File: src/rtl/muldiv_unit.sv
// Iterative MULT/MULTU/DIV/DIVU unit holding the architectural HI/LO registers.
// Latency: divide WIDTH+1 cycles; multiply WIDTH+1 with MULDIV_SEQ_MULT_EN defined, else 1.
// Backpressure: no queueing; start is ignored while busy and the pipeline stalls on busy.
module muldiv_unit #(
  parameter int WIDTH = 32
) (
  input  logic             clk,
  input  logic             resetn,
  input  logic             start,
  input  logic [1:0]       op,
  input  logic [WIDTH-1:0] a,
  input  logic [WIDTH-1:0] b,
  input  logic             flush,
  input  logic             hi_we,
  input  logic             lo_we,
  input  logic [WIDTH-1:0] wdata,
  output logic             busy,
  output logic             done,
  output logic             div_by_zero,
  output logic [WIDTH-1:0] hi,
  output logic [WIDTH-1:0] lo
);

  localparam int CW = $clog2(WIDTH);

`ifdef MULDIV_SEQ_MULT_EN
  typedef enum logic [1:0] {IDLE, MUL, DIV, DONE} state_t;
`else
  typedef enum logic [1:0] {IDLE, DIV, DONE} state_t;
`endif

  state_t             state_q, state_d;
  logic [CW-1:0]      cnt;
  logic [2*WIDTH-1:0] acc;        // mul: {partial, multiplier}; div: {remainder, dividend/quotient}
  logic [WIDTH-1:0]   opb;
  logic               neg_q;
  logic               neg_r;
  logic               dz_q;

  logic               is_signed, sign_a, sign_b;
  logic [WIDTH-1:0]   mag_a, mag_b;
  logic               launch, div_zero, last;
  logic [WIDTH:0]     div_shift, div_diff;
  logic [2*WIDTH-1:0] step_acc;
  logic [WIDTH-1:0]   res_hi, res_lo;

  assign is_signed = ~op[0];
  assign sign_a    = is_signed & a[WIDTH-1];
  assign sign_b    = is_signed & b[WIDTH-1];
  assign mag_a     = sign_a ? -a : a;
  assign mag_b     = sign_b ? -b : b;
  assign div_zero  = (b == '0);
  assign last      = (cnt == CW'(WIDTH-1));

`ifdef MULDIV_SEQ_MULT_EN
  assign busy = (state_q == MUL) || (state_q == DIV);
`else
  assign busy = (state_q == DIV);
`endif
  assign done        = (state_q == DONE);
  assign div_by_zero = done & dz_q;
  assign launch      = start & ~flush & ~busy;

`ifdef MULDIV_SEQ_MULT_EN
  logic [WIDTH:0]     mul_sum;
  logic [2*WIDTH-1:0] mul_step, mul_prod;
`else
  logic [2*WIDTH-1:0] mul_full, mul_res;
  assign mul_full = {{WIDTH{1'b0}}, mag_a} * {{WIDTH{1'b0}}, mag_b};
  assign mul_res  = (sign_a ^ sign_b) ? -mul_full : mul_full;
`endif

  // One iteration of the active op, plus the sign-corrected result of that iteration.
  always_comb begin
    div_shift = {acc[2*WIDTH-1:WIDTH], acc[WIDTH-1]};
    div_diff  = div_shift - {1'b0, opb};
    if (div_diff[WIDTH])
      step_acc = {div_shift[WIDTH-1:0], acc[WIDTH-2:0], 1'b0};
    else
      step_acc = {div_diff[WIDTH-1:0], acc[WIDTH-2:0], 1'b1};
    res_lo = neg_q ? -step_acc[WIDTH-1:0] : step_acc[WIDTH-1:0];
    res_hi = neg_r ? -step_acc[2*WIDTH-1:WIDTH] : step_acc[2*WIDTH-1:WIDTH];
`ifdef MULDIV_SEQ_MULT_EN
    mul_sum  = {1'b0, acc[2*WIDTH-1:WIDTH]} + (acc[0] ? {1'b0, opb} : '0);
    mul_step = {mul_sum, acc[WIDTH-1:1]};
    mul_prod = neg_q ? -mul_step : mul_step;
    if (state_q == MUL) begin
      step_acc = mul_step;
      res_hi   = mul_prod[2*WIDTH-1:WIDTH];
      res_lo   = mul_prod[WIDTH-1:0];
    end
`endif
  end

  always_ff @(posedge clk or negedge resetn) begin
    if (!resetn) state_q <= IDLE;
    else         state_q <= state_d;
  end

  always_comb begin
    state_d = state_q;
    case (state_q)
      IDLE, DONE: begin
        state_d = IDLE;
        if (launch) begin
          if (op[1]) state_d = div_zero ? DONE : DIV;
`ifdef MULDIV_SEQ_MULT_EN
          else       state_d = MUL;
`else
          else       state_d = DONE;
`endif
        end
      end
`ifdef MULDIV_SEQ_MULT_EN
      MUL: if (last) state_d = DONE;
`endif
      DIV: if (last) state_d = DONE;
      default: state_d = IDLE;
    endcase
    if (flush) state_d = IDLE;
  end

  // Result writes come after MTHI/MTLO so a same-edge result wins.
  always_ff @(posedge clk or negedge resetn) begin
    if (!resetn) begin
      hi    <= '0;
      lo    <= '0;
      acc   <= '0;
      opb   <= '0;
      cnt   <= '0;
      neg_q <= 1'b0;
      neg_r <= 1'b0;
      dz_q  <= 1'b0;
    end else begin
      dz_q <= launch & op[1] & div_zero;
      if (!flush && !busy) begin
        if (hi_we) hi <= wdata;
        if (lo_we) lo <= wdata;
      end
      if (launch) begin
        cnt   <= '0;
        neg_q <= sign_a ^ sign_b;
        neg_r <= sign_a;
        if (op[1]) begin
          acc <= {{WIDTH{1'b0}}, mag_a};
          opb <= mag_b;
        end else begin
`ifdef MULDIV_SEQ_MULT_EN
          acc <= {{WIDTH{1'b0}}, mag_b};
          opb <= mag_a;
`else
          hi  <= mul_res[2*WIDTH-1:WIDTH];
          lo  <= mul_res[WIDTH-1:0];
`endif
        end
      end else if (busy && !flush) begin
        cnt <= cnt + CW'(1);
        acc <= step_acc;
        if (last) begin
          hi <= res_hi;
          lo <= res_lo;
        end
      end
    end
  end

endmodule

File: config.mk
export PLATFORM = sky130hd
export DESIGN_NAME = muldiv_unit
export DESIGN_NICKNAME = d
export VERILOG_FILES = /design/src/rtl/muldiv_unit.sv
export SDC_FILE = /design/constraint.sdc
export NUM_CORES = 2
export LEC_CHECK = 0
export CAP_MARGIN = 20
export CORE_MARGIN = 5
export CORE_UTILIZATION = 36
export CTS_CLUSTER_SIZE = 20
export DETAILED_ROUTE_END_ITERATION = 8
export PLACE_DENSITY = 0.52
export SYNTH_ARGS = -nofsm -noshare
export SYNTH_HDL_FRONTEND = slang
export SYNTH_SLANG_ARGS = --single-unit
File: constraint.sdc
create_clock -name clk -period 4.6 [get_ports clk]
set_input_delay 1.15 -clock clk [delete_from_list [all_inputs] [get_ports clk]]
set_output_delay 1.15 -clock clk [all_outputs]
set_load 0.02 [all_outputs]
==> metrics.cfg <==
[run_status]
outcome=finished with violations
violations=setup timing

[die]
io_pins=171
die_h_um=377
core_um2=134000
die-width_um=377
rows=134
start_util_pct=36.2
dieArea_um2=142000

[hold_path]
worstHoldEndpoint=opb[10]$_DFFE_PN0P_
whs_path_depth=2
hp-class=flop to flop
hp-start=opb[10]$_DFFE_PN0P_

[timing]
rsz0062_at_grt=yes
finalHoldViolations=0
finalCriticalPeriod_ns=10.59
max_freq_ghz=0.0944
slew_viol_final=0
tightest_slew_ns=1.07
period_share_pct=230
skew_ns=0.0170
setup_viol=60
fin_ws_ns=-5.99
slew_headroom_pct=28.9

[synth]
ys_seq_elements=170
synth_flop_cell=dfrtp_1
syn-mean-instance-area_um2=8.23
synth-async-reset-ratio_pct=100
synth_edf_count=0
syn_inst=5884
ys_warn_count=0
synthesis.nets=7187
synth_cell_type_count=111
yosysTopAreaCellShare_pct=37.1
synth_seq_area_share_pct=8.78
yosys.area.top_type=fa_1
syn_area_um2=48400
synthTopCellsByCount=inv_1 (941), fa_1 (897), nand2_1 (779)
post-synth-top-count-cell=inv_1
synth.area.top_cells=fa_1 (37%), dfrtp_1 (8.8%), ha_1 (7.8%), inv_1 (7.3%), nand2_1 (6.0%)

[critical_path]
cp.required_ns=4.95
crit_path_start_kind=input pin
crit_slowest_cell=fa_2
cpPeakStageDelay_ns=0.58
end_kind=flop
cp.arrival_ns=10.94
r2r_start=acc[31]$_DFFE_PN0P_
worst-path-max-fanout=7
crit_start=b[5]
critical_path_class=input pin to flop
worstRegToRegCells=22
reg2reg_to=hi[30]$_DFF_PN0_
timing.reg2reg.setup_slack_ns=-0.64
worst_path_dominant_cell_family=adder cells
crit_buf_inv=15

[finish]
drive_above_1_share_pct=30.6
final_area_um2=69600
area_delta_synth_final_pct=43.6
num-nets-final=8498
final_cells=8979

[route]
wl_per_cell_um=23.3
via_per_inst=5.29
drt_drc_violations_left=0
firstDrtPassIters=6
ant_nets=0
drt_iter0_markers=3337
routed_wl_um=210000
vias=47500

[placed_design]
placed_area_um2=62300
gp_congestion=0.987
pre_cts_slack_ns=-7.20
dp_hpwl_um=177000
post-place-cells=8722
numPortBuffers=170

[clocking]
cts.sinks=170
htreeDepth=4
cts_tree=built
clockBufferDepth=2
cts_inserted_buffers=17
root_buffer=clkbuf_16
clk_pin_slew_worst_paths_ns=0.08
worstSkewPairLatency_ns=0.48

[grt]
gr-total-overflow=0
grt_start_max_net_pins=92
antenna_found_initial=7
grt_pass1_vias=49000
grt_pass1_wl_um=310000
grt_usage_pct=29.1

[flow_run]
maxCapViolCount=0

[layout by cell type, fill, tap and decap left out, drive strengths merged, types with 42 or more instances in the layout]
master	count
xnor2	171
mux2i	73
inv	949
a21oi	220
a21o	42
nand2	780
nand4	44
nor3	75
xor2	111
o211ai	48
dfrtp	170
buf	1438
o21ai	317
fa	897
clkdlybuf4s50	140
ha	302
nand3	78
nor2	774
[tightest hold or removal path, stage by stage (launching register included)]
cell and delay, ns:
dfrtp_1 0.35, nand2_1 0.05, o21ai_0 0.06
[timing repair]
| item | CTS | global route |
|---|---|---|
| hold buffers | 0 | 0 |
| gates cloned | 4 | 1 |
| buffers inserted | 190 | 77 |
| setup endpoints to repair | 61 | 61 |
| resized for setup | 792 | 339 |
| pin swaps | 347 | 255 |
[how the worst max path moves through the flow]
| stage | to | cells past startpoint | slack, ns |
|---|---|---|---|
| final | hi[24]$_DFF_PN0_ | 43 | -5.99 |
| after global routing | hi[30]$_DFF_PN0_ | 41 | -6.32 |
| after CTS | hi[27]$_DFF_PN0_ | 36 | -6.03 |
| after detailed placement | hi[30]$_DFF_PN0_ | 37 | -7.20 |
| after global placement | hi[30]$_DFF_PN0_ | 37 | -7.07 |
| after floorplan | hi[30]$_DFF_PN0_ | 42 | -6.00 |
[stage by stage]
stage | TNS (ns) | hold slack (ns) | util [%]
global placement | -361.69 | 0.464 | 46.6
CTS | -299.92 | 0.488 | 50.7
floorplan | -285.07 | 0.450 | -
finish | -300.03 | 0.481 | 52.1
global route | -314.32 | 0.511 | 52.0
detailed placement | -364.56 | 0.472 | 46.6
[registers in the layout, indices dropped and copies added (netlist names)]
signal   flops
cnt          5
opb         32
neg_r        1
neg_q        1
dz_q         1
acc         64
hi          32
state_q      2
lo          32
[area by class of cell]
class	instances	area [µm²]
Antenna cell	3	7.51
Clock buffer	17	425
Clock inverter	15	180
Fill cell	12600	64100
Inverter	942	3550
Multi-Input combinational cell	4468	44400
Sequential cell	170	4250
Tap cell	1768	2210
Timing Repair Buffer	1596	14500
[per-layer routing]
metal  vias up  track usage [%]  routed length [µm]
li1      21300                -                   -
met1     24200             36.4               81400
met2      1658             50.8              104000
met3       413             3.52               13200
met4         4             12.4               11500
met5         -                0                  27
[cells by family after synthesis]
kind of cell / synth area share (%)
AND/OR/NAND/NOR: 17.5
AO/OA/AOI/OAI: 12.4
XOR/XNOR: 5.10
flip-flops: 8.78
multiplexers: 1.53
buffers and inverters: 9.80
adder cells (fa/ha/maj): 44.9
Power is not shown: default switching activity piles up to over one toggle a cycle in this logic, so the estimate is an artifact.
